<file path="src/rtl/vga_pkg.sv">
// Shared VGA timing constants, the sprite position record and the handshake states.
// Defining DRAW_SPRITE_MIRROR_EN adds a horizontal mirror flag to sprite_pos_t.
package vga_pkg;

    localparam int HOR_TOTAL_TIME  = 1344;
    localparam int HOR_BLANK_START = 1024;
    localparam int HOR_SYNC_START  = 1048;
    localparam int HOR_SYNC_TIME   = 136;
    localparam int VER_TOTAL_TIME  = 806;
    localparam int VER_BLANK_START = 768;
    localparam int VER_SYNC_START  = 771;
    localparam int VER_SYNC_TIME   = 6;

    localparam int COORD_W = 11;
    localparam int RGB_W   = 12;

    typedef struct packed {
        logic [COORD_W-1:0] x;
        logic [COORD_W-1:0] y;
`ifdef DRAW_SPRITE_MIRROR_EN
        logic               mirror;
`endif
    } sprite_pos_t;

    typedef enum logic {
        EMPTY,
        HELD
    } sprite_state_t;

endpackage

</file>
<file path="src/rtl/delay.sv">
// Generic register chain: din appears on dout CLK_DEL clock cycles later.
// Cleared asynchronously by rst.
module delay #(
    parameter int WIDTH   = 8,
    parameter int CLK_DEL = 1
) (
    input  logic             clk,
    input  logic             rst,
    input  logic [WIDTH-1:0] din,
    output logic [WIDTH-1:0] dout
);

    logic [WIDTH-1:0] chain [CLK_DEL];

    always_ff @(posedge clk or posedge rst) begin
        if (rst) begin
            for (int i = 0; i < CLK_DEL; i++) begin
                chain[i] <= '0;
            end
        end else begin
            chain[0] <= din;
            for (int i = 1; i < CLK_DEL; i++) begin
                chain[i] <= chain[i-1];
            end
        end
    end

    assign dout = chain[CLK_DEL-1];

endmodule

</file>
<file path="src/rtl/draw_sprite.sv">
// Two-stage sprite overlay on the VGA pixel stream; position updates only at frame start.
// Defining DRAW_SPRITE_MIRROR_EN adds the mirror input for horizontally flipped sprites.
module draw_sprite
    import vga_pkg::*;
#(
    parameter int               SPRITE_W    = 32,
    parameter int               SPRITE_H    = 32,
    parameter logic [RGB_W-1:0] TRANSPARENT = 12'h000
) (
    input  logic                                  clk,
    input  logic                                  rst,

    input  logic [COORD_W-1:0]                    in_hcount,
    input  logic [COORD_W-1:0]                    in_vcount,
    input  logic                                  in_hsync,
    input  logic                                  in_vsync,
    input  logic                                  in_hblnk,
    input  logic                                  in_vblnk,
    input  logic [RGB_W-1:0]                      in_rgb,

    output logic [COORD_W-1:0]                    out_hcount,
    output logic [COORD_W-1:0]                    out_vcount,
    output logic                                  out_hsync,
    output logic                                  out_vsync,
    output logic                                  out_hblnk,
    output logic                                  out_vblnk,
    output logic [RGB_W-1:0]                      out_rgb,

    input  logic [COORD_W-1:0]                    xpos,
    input  logic [COORD_W-1:0]                    ypos,
    input  logic                                  pos_valid,
    output logic                                  pos_ready,
`ifdef DRAW_SPRITE_MIRROR_EN
    input  logic                                  mirror,
`endif

    output logic [$clog2(SPRITE_W*SPRITE_H)-1:0]  rom_addr,
    input  logic [RGB_W-1:0]                      rom_data
);

    localparam int AW     = $clog2(SPRITE_W * SPRITE_H);
    localparam int XW     = $clog2(SPRITE_W);
    localparam int TIME_W = 2 * COORD_W + 4;

    sprite_state_t state;
    sprite_pos_t   req;
    sprite_pos_t   pending;
    sprite_pos_t   active;
    logic          visible_q;
    logic          frame_start;

    always_comb begin
        req   = '0;
        req.x = xpos;
        req.y = ypos;
`ifdef DRAW_SPRITE_MIRROR_EN
        req.mirror = mirror;
`endif
    end

    assign frame_start = (in_vcount == COORD_W'(VER_BLANK_START)) && (in_hcount == '0);

    // Position handshake: one pending slot, promoted to active only at frame start.
    always_ff @(posedge clk or posedge rst) begin
        if (rst) begin
            state     <= EMPTY;
            pending   <= '0;
            active    <= '0;
            visible_q <= 1'b0;
            pos_ready <= 1'b0;
        end else begin
            unique case (state)
                EMPTY: begin
                    pos_ready <= 1'b1;
                    if (pos_valid && pos_ready) begin
                        pending   <= req;
                        state     <= HELD;
                        pos_ready <= 1'b0;
                    end
                end
                HELD: begin
                    if (frame_start) begin
                        active    <= pending;
                        visible_q <= 1'b1;
                        state     <= EMPTY;
                        pos_ready <= 1'b1;
                    end
                end
            endcase
        end
    end

    logic [11:0]   hc;
    logic [11:0]   vc;
    logic [11:0]   ax;
    logic [11:0]   ay;
    logic [XW-1:0] col;
    logic          hit;
    logic          blank;

    // 12-bit compare so a window starting near 2047 cannot wrap onto low coordinates.
    // rom_addr is driven combinationally so the ROM's one-cycle read lines up with stage 1.
    always_comb begin
        hc    = {1'b0, in_hcount};
        vc    = {1'b0, in_vcount};
        ax    = {1'b0, active.x};
        ay    = {1'b0, active.y};
        col   = XW'(hc - ax);
`ifdef DRAW_SPRITE_MIRROR_EN
        if (active.mirror) begin
            col = ~col;
        end
`endif
        hit   = visible_q
              && (hc >= ax) && (hc < ax + 12'(SPRITE_W))
              && (vc >= ay) && (vc < ay + 12'(SPRITE_H));
        blank = in_hblnk || in_vblnk;
        rom_addr = hit ? AW'({12'(vc - ay), col}) : '0;
    end

    logic             hit_q;
    logic             blank_q;
    logic [RGB_W-1:0] rgb_q;

    always_ff @(posedge clk or posedge rst) begin
        if (rst) begin
            hit_q   <= 1'b0;
            blank_q <= 1'b0;
        end else begin
            hit_q   <= hit;
            blank_q <= blank;
        end
    end

    delay #(
        .WIDTH   (RGB_W),
        .CLK_DEL (1)
    ) u_rgb_delay (
        .clk  (clk),
        .rst  (rst),
        .din  (in_rgb),
        .dout (rgb_q)
    );

    logic [TIME_W-1:0] timing_in;
    logic [TIME_W-1:0] timing_out;

    assign timing_in = {in_hcount, in_vcount, in_hsync, in_vsync, in_hblnk, in_vblnk};

    delay #(
        .WIDTH   (TIME_W),
        .CLK_DEL (2)
    ) u_timing_delay (
        .clk  (clk),
        .rst  (rst),
        .din  (timing_in),
        .dout (timing_out)
    );

    assign {out_hcount, out_vcount, out_hsync, out_vsync, out_hblnk, out_vblnk} = timing_out;

    always_ff @(posedge clk or posedge rst) begin
        if (rst) begin
            out_rgb <= '0;
        end else if (hit_q && !blank_q && (rom_data != TRANSPARENT)) begin
            out_rgb <= rom_data;
        end else begin
            out_rgb <= rgb_q;
        end
    end

endmodule

</file>
<file path="config.mk">
export PLATFORM = sky130hd
export DESIGN_NAME = draw_sprite
export DESIGN_NICKNAME = d
export VERILOG_FILES = /design/src/rtl/vga_pkg.sv /design/src/rtl/delay.sv /design/src/rtl/draw_sprite.sv
export SDC_FILE = /design/constraint.sdc
export NUM_CORES = 1
export LEC_CHECK = 0
export ABC_AREA = 1
export BUFFER_PORTS_ARGS = -buffer_cell sky130_fd_sc_hd__buf_4
export CORE_ASPECT_RATIO = 0.9
export CORE_MARGIN = 1
export CORE_UTILIZATION = 38
export CTS_CLUSTER_DIAMETER = 100
export CTS_CLUSTER_SIZE = 8
export DETAILED_ROUTE_END_ITERATION = 10
export GPL_TIMING_DRIVEN = 0
export PLACE_DENSITY_LB_ADDON = 0.1
export SYNTH_ARGS = -nofsm -noshare
export SYNTH_HDL_FRONTEND = slang
export SYNTH_SLANG_ARGS = --single-unit
</file>
<file path="constraint.sdc">
create_clock -name clk -period 4.9 [get_ports clk]
set_clock_uncertainty 0.15 [all_clocks]
set_input_delay 0.245 -clock clk [delete_from_list [all_inputs] [get_ports clk]]
set_output_delay 0.245 -clock clk [all_outputs]
set_load 0.03 [all_outputs]
</file>
Word-level counts from Yosys, hierarchy flattened
Cells that the tools add are included.
{"block": "word_totals", "register_bits": 125, "input_bits": 75, "wordCells": 46}
{"block": "op_classes", "add_sub_neg": 4, "magnitude_cmp": 4, "eq_ne": 2, "mux": 8, "n_bitwise": 1, "n_reduce_logical": 14}
{"op": "11-bit by 6-bit adder with 12-bit output, second input constant", "count": 2}
{"op": "11-bit by 12-bit less-than comparator with 1-bit output", "count": 2}
{"op": "11-bit >= comparator", "count": 2}
{"op": "12-bit 2-to-1 mux", "count": 1}
{"op": "12-bit nonzero test", "count": 1}
{"op": "11-bit by 10-bit == test with 1-bit output, second input constant", "count": 1}
{"op": "11-bit zero test", "count": 1}
{"op": "10-bit 2-to-1 mux", "count": 1}
{"op": "5-bit subtractor", "count": 2}
{"op": "1-bit logical AND", "count": 8}
{"op": "1-bit 2-to-1 mux", "count": 4}
{"op": "1-bit one-hot mux with 2 select lines", "count": 2}
{"op": "2-bit AND reduction", "count": 2}
{"op": "2-bit by 1-bit inequality test with 1-bit output, second input constant", "count": 1}
{"op": "1-bit zero test", "count": 1}
{"op": "1-bit logical OR", "count": 1}
{"op": "1-bit inverter", "count": 1}

Depth between registers and ports, before layout
Gate-level depths: netlist (run 1).
{"block": "logic_depth", "depth_word": 6, "mapped_depth": 14, "ltp_nobuf": 13}

Modules after synthesis
From an unflattened synthesis (run 1), not the netlist that was laid out.
{"block": "unflattened", "cells_unflattened": 528, "area_unflattened_um2": 5537.8}
{"module": "draw_sprite", "instances": 1, "cells_each": 436, "area_each_um2": 3733.6, "seq_area_each_um2": 1526.5}
{"module": "delay at u_timing_delay", "instances": 1, "cells_each": 79, "area_each_um2": 1500.2, "seq_area_each_um2": 1301.2}
{"module": "delay at u_rgb_delay", "instances": 1, "cells_each": 13, "area_each_um2": 304.0, "seq_area_each_um2": 300.3}

Worst setup path before layout (run 1)
OpenSTA, ideal clock, no wires.
{"block": "synth_timing", "path_kind": "register to output", "startpoint": "reg active[5] (netlist name)", "endpoint": "out rom_addr[9]", "arrival_time_ns": 2.250, "path_slack_ns": 2.255, "stages_incl_launch_ff": 11, "n_path_buf": 0, "cell_sequence": "dfrtp_1 ha_1 nand3_1 xor2_1 ha_1 a21o_1 nand3_1 nand2_1 nor2_2 nand3_2 nor3_1"}
{"block": "synth_between", "elab_chain_cells": 4}
{"item": "start, declared", "line_no": "draw_sprite.sv:48", "rtl": "sprite_pos_t active;"}
{"item": "start signal, assigned", "line_no": "draw_sprite.sv:83", "rtl": "active <= pending;"}
{"item": "11-bit by 6-bit adder with 12-bit output or 11-bit >= comparator (tied branches)", "line_no": "draw_sprite.sv:116", "rtl": "&& (vc >= ay) && (vc < ay + 12'(SPRITE_H));"}
{"item": "11-bit by 12-bit less-than comparator with 1-bit output or 1-bit logical AND (tied branches)", "line_no": "draw_sprite.sv:116"}
{"item": "1-bit logical AND (*)", "line_no": "draw_sprite.sv:116"}
{"item": "10-bit 2-to-1 mux (*)", "line_no": "draw_sprite.sv:118", "rtl": "rom_addr = hit ? AW'({12'(vc - ay), col}) : '0;"}
{"item": "end, declared", "line_no": "draw_sprite.sv:37", "rtl": "output logic [$clog2(SPRITE_W*SPRITE_H)-1:0] rom_addr,"}
Every way passes the cells marked *; elsewhere a longest branch is shown, timed or not.

Worst setup path in the final report (run 1)
{"block": "layout_timing", "startpoint": "in in_hcount[0]", "endpoint": "out rom_addr[8]"}
{"block": "layout_between", "elab_chain_cells": 6}
{"item": "start, declared", "line_no": "draw_sprite.sv:13", "rtl": "input logic [COORD_W-1:0] in_hcount,"}
{"item": "11-bit >= comparator", "line_no": "draw_sprite.sv:115", "rtl": "&& (hc >= ax) && (hc < ax + 12'(SPRITE_W))"}
{"item": "1-bit logical AND", "line_no": "draw_sprite.sv:115"}
{"item": "1-bit logical AND (*)", "line_no": "draw_sprite.sv:115"}
{"item": "1-bit logical AND (*) (2 in a row)", "line_no": "draw_sprite.sv:116"}
{"item": "10-bit 2-to-1 mux (*)", "line_no": "draw_sprite.sv:118"}
Marks and branches as above.

==> results by group, run 1 <==
GRT
  – Initial antenna violation count: 0
  – GRT Total Usage: 17.8%
  – Final global-route overflow total: 0
  – Vias in the first global route: 4216
  – First-pass GRT wire length: 20.1 mm
  – Pin count of the biggest net entering global routing: 79

Clock tree
  – # clock sinks: 125
  – CTS root buffer: clkbuf_16
  – CTS tree: built
  – PostCTS Resize Cnt: 0
  – Worst skew pair latency: 0.41 ns
  – Postcts setup bufs: 0
  – Hold_buf cts: 73
  – Clock buffer depth: 2
  – H-tree depth: 4
  – CTS clk-pin slew, worst paths: 0.06 ns
  – TritonCTS buffer count: 17

Timing
  – F_max: 314 MHz
  – RSZ-0062 raised after global routing: false
  – Setup TNS: 0 ns
  – Worst hold slack: 0.192 ns
  – Min Tclk post-route: 3.18 ns
  – Slew margin rel.: 60.1%
  – Final Cycle Share: 64.9%
  – Final Max Tran Viols: 0
  – Fin. Hold Viols: 0
  – Worst-Margin Slew: 0.594 ns
  – Setup Viol. Count Final: 0

Setup path
  – Worst R2R Path Depth: 13
  – CP required: 4.51 ns
  – Crit start category: input pin
  – Worst r2r src: active[16]$_DFFE_PP0P_
  – Nature of the critical path endpoint: output port
  – Worst flop-to-flop path endpoint: hit_q$_DFF_PP0_
  – Worst setup path category: in2out
  – CP max FO: 10
  – Flop2flop setup slack: 2.57 ns
  – CP Data Arrival Time: 2.79 ns

Final layout
  – Area taken by multi-input logic gates: 1830 um^2
  – Number of fill cells: 1293
  – Design Area, Final: 7990 um^2
  – Share of cells above drive strength 1: 25.7%
  – Area delta synth->final: 45.9%
  – Finished Layout Cells: 970
  – Net count, final: 877
  – Reg area: 3130 um^2
  – Diode count: 0

Routing
  – Via count: 4152
  – Avg WL per Cell: 12.5 um
  – Remaining DRCs: 0
  – Iteration-0 DRC Markers: 101
  – TritonRoute pass-1 iters: 4
  – Post-route ant nets: 0
  – Post-Route WL: 12.1 mm
  – Vias per cell: 4.28

Placed design
  – Gpl congestion: 0.840
  – DP HPWL: 8.51 mm
  – Dpl cell area: 6680 um^2
  – # port buffers: 123
  – # placed instances: 865

Die
  – Starting Density: 39.0%
  – Die width: 129 um
  – Row cnt: 41
  – DIE AREA: 14900 um^2
  – IO Count: 124
  – Die Span Y: 116 um
  – Core footprint: 14100 um^2

Worst hold path
  – WHS Endpoint: u_timing_delay.dout[3]$_DFF_PP0_
  – Hold Startpoint: u_timing_delay.chain[29]$_DFF_PP0_
  – Worst hold-check path type: reg2reg
  – Hold-critical path depth: 0

Outcome
  – Outcome: finished clean

Yosys
  – XOR/XNOR Fraction of Synth Area: 2.24%
  – Simple-gate share of the synthesized area: 15.3%
  – Syn_nets: 661
  – Syn_area_per_cell: 10.0 um^2
  – Post-synthesis sequential area ratio: 57.1%
  – Mapped Cells: 548
  – Cell Area, Synth: 5480 um^2
  – Largest family of logic cells by synthesized area: simple AND/OR/NAND/NOR gates
  – Compound-gate portion of the synthesized area: 6.80%
  – Yosys warns: 0
  – #FFs+latches synth: 125
  – Distinct cells, synth: 29
  – Mux cell area share after synthesis: 0%
  – Adder-cell area share of the yosys netlist: 8.95%

Power
  – Lkg Pwr: 3.90 nW
  – Peak supply drop: 0.243 mV
  – Cell Pwr Density: 357 nW/um^2

Job
  – Max cap viols: 0
worst max path at each step:
stage / start / end / slack [ns] / depth (start not counted)
floorplan: rst / active[0]$_DFFE_PP0P_ / 1.18 / 1
CTS: in_hcount[0] / rom_addr[8] / 1.67 / 17
global route: in_hcount[0] / rom_addr[4] / 1.57 / 17
global placement: rst / u_timing_delay.dout[9]$_DFF_PP0_ / -0.10 / 2
finish: in_hcount[0] / rom_addr[8] / 1.72 / 17
detailed placement: active[16]$_DFFE_PP0P_ / rom_addr[8] / 2.24 / 14
cell usage after synthesis:
master	number	area, um^2
nor3_1	5	25.0
nor2_2	1	6.26
buf_2	3	15.0
nand2_2	1	6.26
or2_2	1	6.26
and2_1	1	6.26
nand3b_1	4	30.0
buf_6	1	11.3
a21oi_1	36	180
clkbuf_1	8	30.0
o21ai_0	35	175
buf_4	22	165
nor3_2	10	100
inv_2	1	3.75
xor2_1	9	78.8
nor4_1	3	18.8
dfrtp_1	125	3130
nor2_1	40	150
nor2_4	1	11.3
fa_1	2	40.0
nand3_1	18	90.1
xnor2_1	5	43.8
ha_1	36	450
nand3_2	3	30.0
nand2_1	91	342
a21o_1	1	7.51
o21ai_1	2	10.0
nand4_1	3	18.8
inv_1	80	300
metal layers:
metal / vias up / global-route usage, % / wire length, um
li1: 2148 / - / -
met1: 1891 / 22.1 / 5700
met2: 97 / 30.1 / 5740
met3: 16 / 4.39 / 505
met4: 0 / 7.06 / 165
met5: - / 0 / 0
cells in the final DEF (no fill, tap or decap), types with 2 or more instances in the layout:
cell type      netlist  final
buf_2                3      3
clkinvlp_4           0      5
buf_4               22    145
xor2_1               9      9
nor3_1               5      5
dfrtp_1            125    125
nor3_2              10     10
clkinv_2             0      2
bufinv_16            0      2
nand3_1             18     18
nand2_1             91     91
clkbuf_16            0     17
o21ai_0             35     35
ha_1                36     36
nor4_1               3      3
o21ai_1              2      2
clkbuf_1             8      9
inv_1               80     79
nand3_2              3      3
clkinv_4             0      3
nor2_1              40     40
nand3b_1             4      4
dlygate4sd3_1        0     73
fa_1                 2      2
inv_6                0      2
xnor2_1              5      5
a21oi_1             36     36
nand4_1              3      3
flip-flops by register name, summed over array words and instances, names as in the netlist:
name / cells
active: 22
blank_q: 1
hit_q: 1
out_rgb: 12
pending: 22
pos_ready: 1
state: 1
u_rgb_delay.dout: 12
u_timing_delay.chain: 26
u_timing_delay.dout: 26
visible_q: 1
stage by stage:
step | worst slack (ns) | power [W] | utilization, %
finish | 1.72 | 0.00285 | 56.9
global route | 1.57 | 0.00300 | 56.9
CTS | 1.67 | 0.00289 | 56.9
detailed placement | 2.24 | 0.00160 | 47.5
floorplan | 1.18 | 0.00145 | -
global placement | -0.104 | 0.00159 | 47.3
power by group:
group | switching (W) | leakage (nW) | internal (W)
sequential | 0.0000361 | 1.48 | 0.00116
clock | 0.000460 | 0.272 | 0.000762
combinational | 0.000238 | 2.14 | 0.000195
total | 0.000733 | 3.90 | 0.00212
area by class of cell:
type | count | share of cell area (%)
Tap cell | 193 | 3.02
Timing Repair Buffer | 197 | 21.0
Sequential cell | 125 | 39.1
Buffer | 34 | 2.77
Multi-Input combinational cell | 308 | 22.9
Clock buffer | 19 | 5.54
Inverter | 81 | 3.87
Clock inverter | 13 | 1.78
cells by family after synthesis:
| logic type | count (synthesis) |
|---|---|
| xor gates and xnor gates | 14 |
| and+or+nand+nor | 182 |
| AOI/OAI and AO/OA | 74 |
| DFF | 125 |
| buffers and inverters | 115 |
| adders and majority gates | 38 |
worst max-delay path: stages:
cell and delay, ns:
dlygate4sd3_1 0.55, buf_4 0.14, inv_1 0.10, ha_1 0.15, inv_1 0.06, fa_1 0.42
nand2_1 0.10, nand2_1 0.07, nand3_1 0.08, nand2_1 0.06, nand2_1 0.06, nand2_1 0.04
nand2_1 0.05, nand2_1 0.07, buf_2 0.23, nor3_2 0.15, buf_4 0.18
No activity file was read; power rests on OpenSTA's default activity.
==> run 2, diff against run 1 <==
--- a/config.mk
+++ b/config.mk
@@ -5,7 +5,7 @@
 export SDC_FILE = /design/constraint.sdc
 export NUM_CORES = 1
 export LEC_CHECK = 0
-export ABC_AREA = 1
+export ABC_AREA = 0
 export BUFFER_PORTS_ARGS = -buffer_cell sky130_fd_sc_hd__buf_4
 export CORE_ASPECT_RATIO = 0.9
 export CORE_MARGIN = 1
==> constraint.sdc (replaced) <==
create_clock -name clk -period 2.8 [get_ports clk]
set_clock_uncertainty 0.15 [all_clocks]
set_input_delay 0.14 -clock clk [delete_from_list [all_inputs] [get_ports clk]]
set_output_delay 0.14 -clock clk [all_outputs]
set_load 0.03 [all_outputs]
==> run 2 against run 1 <==
  * The flow now finishes with violations (negative setup slack)
  * Critical path type is now reg2out
  * Critical path depth decreased by 6
  * Die area fell by 1.8%
  * Sequential share of layout area fell by 1.4 points
  * First-iteration DRC count grew 8.9%
  * Core utilization rose by 4.3 points
==> results by group, run 2 <==
Final layout
  – Area delta synth->final: 54.2% (was 45.9%)
  – Reg area: 3130 um^2 (about the same)
  – Share of cells above drive strength 1: 44.1% (was 25.7%)
  – Most common cell after layout, fill and taps aside: buf_4 (unchanged)
  – Layout Utilization: 61.2% (was 56.9%)
  – Area taken by multi-input logic gates: 2130 um^2 (was 1830 um^2)
  – Net count, final: 742 (was 877)
  – Finished Layout Cells: 830 (was 970)
  – Commonest cells after routing, fill and taps aside: buf_4, dfrtp_1, dlygate4sd3_1 (was buf_4, dfrtp_1, nand2_1)
  – Diode count: 0 (unchanged)
  – Number of fill cells: 1104 (was 1293)

Die
  – Die width: 127 um (was 129 um)
  – Die Span Y: 115 um (was 116 um)
  – Core footprint: 13600 um^2 (was 14100 um^2)
  – DIE AREA: 14600 um^2 (was 14900 um^2)
  – Row cnt: 40 (was 41)
  – Starting Density: 39.7% (was 39.0%)
  – IO Count: 124 (unchanged)

Timing
  – Final Max Tran Viols: 0 (unchanged)
  – Fin. Hold Viols: 0 (unchanged)
  – F_max: 309 MHz
  – Min Tclk post-route: 3.24 ns
  – Final Cycle Share: 116%
  – RSZ-0062 raised after global routing: true (was false)
  – Setup Viol. Count Final: 10 (was 0)
  – Worst-Margin Slew: 0.747 ns (was 0.594 ns)
  – Slew margin rel.: 50.1% (was 60.1%)
  – Post-route worst setup slack: -0.440 ns (was 1.72 ns)
  – Setup TNS: -3.77 ns (was 0 ns)

Power
  – Int Power: 0.00392 W (was 0.00212 W)
  – Reg power frac: 41.6% (was 42.0%)
  – Peak supply drop: 0.575 mV (was 0.243 mV)
  – Cell Pwr Density: 619 nW/um^2 (was 357 nW/um^2)
  – Psw: 0.00121 W (was 0.000733 W)
  – Clock Power Share: 44.6% (was 42.9%)
  – Lkg Pwr: 3.75 nW (was 3.90 nW)
  – Logic pwr share: 13.7% (was 15.2%)
  – Switching portion of total power: 23.6% (was 25.7%)

Clock tree
  – H-tree depth: 4 (unchanged)
  – Clock buffer depth: 2 (unchanged)
  – CTS clk-pin slew, worst paths: 0.06 ns (about the same)
  – CTS tree: built (unchanged)
  – # clock sinks: 125 (unchanged)
  – CTS root buffer: clkbuf_16 (unchanged)
  – TritonCTS buffer count: 17 (unchanged)
  – Worst skew pair latency: 0.41 ns (about the same)

Yosys
  – Yosys warns: 0 (unchanged)
  – Syn_area_per_cell: 13.7 um^2 (was 10.0 um^2)
  – Cell Area, Synth: 5380 um^2 (was 5480 um^2)
  – Distinct cells, synth: 45 (was 29)
  – Number of enable flip-flop cells after synthesis: 0 (unchanged)
  – Area share of the largest cell type after synthesis: 58.1% (was 57.1%)
  – Top cells by area, synth: dfrtp_1, mux2_2, ha_1, buf_4, inv_1 (was dfrtp_1, ha_1, nand2_1, inv_1, a21oi_1)
  – Mapped Cells: 394 (was 548)
  – Synth Flop Type: dfrtp_1 (unchanged)
  – Syn_nets: 507 (was 661)
  – Synth area leader: dfrtp_1 (unchanged)
  – Post-synthesis sequential area ratio: 58.1% (was 57.1%)
  – Post-synth top cells: dfrtp_1, mux2_2, ha_1, inv_1, buf_4 (was dfrtp_1, nand2_1, inv_1, nor2_1)
  – Ys async rst share: 100% (unchanged)
  – #FFs+latches synth: 125 (unchanged)
  – Most frequent cell after synthesis: dfrtp_1 (unchanged)

Placed design
  – DP HPWL: 8.41 mm (was 8.51 mm)
  – Gpl congestion: 0.781 (was 0.840)
  – # port buffers: 123 (unchanged)
  – # placed instances: 709 (was 865)

Setup path
  – Nature of the critical path endpoint: output port (unchanged)
  – CP required: 2.51 ns (was 4.51 ns)
  – Flop2flop setup slack: 0.27 ns (was 2.57 ns)
  – End of the critical path: rom_addr[9] (was rom_addr[8])
  – CP max FO: 3 (was 10)
  – Worst Setup SP: active[6]$_DFFE_PP0P_ (was in_hcount[0])
  – CP Data Arrival Time: 2.95 ns (was 2.79 ns)
  – Worst r2r src: active[6]$_DFFE_PP0P_ (was active[16]$_DFFE_PP0P_)
  – Worst R2R Path Depth: 10 (was 13)
  – Crit start category: flop (was input pin)
  – Worst setup path category: reg2out (was in2out)
  – Worst flop-to-flop path endpoint: hit_q$_DFF_PP0_ (unchanged)

GRT
  – First-pass GRT wire length: 19.6 mm (was 20.1 mm)
  – Vias in the first global route: 3944 (was 4216)
  – GRT Total Usage: 17.9% (was 17.8%)
  – Final global-route overflow total: 0 (unchanged)
  – Pin count of the biggest net entering global routing: 37 (was 79)
  – Initial antenna violation count: 0 (unchanged)

Routing
  – Via count: 3748 (was 4152)
  – TritonRoute pass-1 iters: 4 (unchanged)
  – Post-Route WL: 12.1 mm (about the same)
  – Vias per cell: 4.52 (was 4.28)
  – Remaining DRCs: 0 (unchanged)
  – Avg WL per Cell: 14.6 um (was 12.5 um)
  – Iteration-0 DRC Markers: 110 (was 101)
  – Post-route ant nets: 0 (unchanged)

Outcome
  – Outcome: complete, but fails checks (was finished clean)
  – Failing checks: negative setup slack

Worst hold path
  – Hold Startpoint: pos_valid (was u_timing_delay.chain[29]$_DFF_PP0_)
  – Worst hold-check path type: in2reg (was reg2reg)

Job
  – Max cap viols: 0 (unchanged)
-- run 2: cell count changes after synthesis, moves of 8 or more --
| cell | delta |
|---|---|
| nand3_1 | -8 |
| nor3_2 | -10 |
| o21ai_0 | -30 |
| mux2_2 | +53 |
| nor2_1 | -38 |
| a21o_1 | +9 |
| nand2_1 | -82 |
| xor2_1 | -8 |
| a21oi_1 | -24 |
| inv_1 | -52 |
-- run 2: what timing repair did --
action                                  in CTS  in global routing
pin swaps                                   12                 13
gates resized for setup                     24                 15
setup buffers                                8                  7
endpoints found under the setup margin      10                 10
cloned                                       2                  0
hold endpoints to repair                   107                  1
hold buffers                                72                  1
-- run 2: power by group through the flow --
stage	Clock, W	Combinational [W]	Sequential (W)
finish	0.00229	0.000706	0.00214
global placement	0	0.000582	0.00216
global route	0.00244	0.000771	0.00217
CTS	0.00235	0.000707	0.00214
detailed placement	0	0.000606	0.00217
floorplan	0	0.000350	0.00217
-- run 2: stage by stage --
stage / hold WS, ns / setup slack, ns / power [W] / instance area [um^2]
finish: 0.113 / -0.440 / 0.00514 / 8290
global route: 0.131 / -0.576 / 0.00538 / 8290
CTS: -0.295 / -0.448 / 0.00519 / 8170
detailed placement: 0.101 / -0.287 / 0.00278 / 6610
global placement: 0.100 / -0.264 / 0.00274 / 6550
floorplan: 0.0214 / -0.167 / 0.00252 / 5390
-- run 2: metal layers --
layer	vias up	routed length (um)	track usage, %
li1	1845	-	-
met1	1783	5580	22.8
met2	99	5690	28.7
met3	21	546	4.65
met4	0	263	8.41
met5	-	0	0
-- run 2: how the worst min path moves through the flow --
stage,slack (ns),to,depth (start not counted)
final,0.11,pending[18]$_DFFE_PP0P_,3
after global routing,0.13,pending[19]$_DFFE_PP0P_,3
after CTS,-0.29,u_timing_delay.chain[39]$_DFF_PP0_,1
after detailed placement,0.10,u_rgb_delay.dout[1]$_DFF_PP0_,1
after global placement,0.10,u_rgb_delay.dout[4]$_DFF_PP0_,1
after floorplan,0.02,u_rgb_delay.dout[0]$_DFF_PP0_,0
-- run 2: kinds of logic (layout without fill, tap and decap cells) --
group / Yosys count / in the layout / synth area share, %
DFF: 125 / 125 / 58.1
and+or+nand+nor: 60 / 61 / 7.14
buffers and inverters: 58 / 304 / 5.93
muxes: 56 / 56 / 11.7
AOI/OAI and AO/OA: 45 / 45 / 6.00
adders and majority gates: 38 / 38 / 9.12
xor gates and xnor gates: 12 / 12 / 1.95
-- run 2: cell type report --
cell class | instances | share of cell area [%]
flip-flops and latches | 125 | 37.7
multi-input cells | 212 | 25.6
repair buffers | 215 | 22.4
clock buffers | 18 | 5.17
well taps | 189 | 2.85
plain buffers | 30 | 2.61
clock inverters | 13 | 2.29
inverters | 28 | 1.31
-- run 2: worst max-delay path, stage by stage (launching register included) --
cell and delay [ns]:
dfrtp_1 0.42, ha_4 0.17, nand3_4 0.07, xnor2_2 0.14, ha_1 0.32, a21o_1 0.18
a21oi_2 0.12, o211ai_1 0.09, a311o_1 0.40, buf_4 0.17, a2111oi_4 0.22, buf_4 0.22
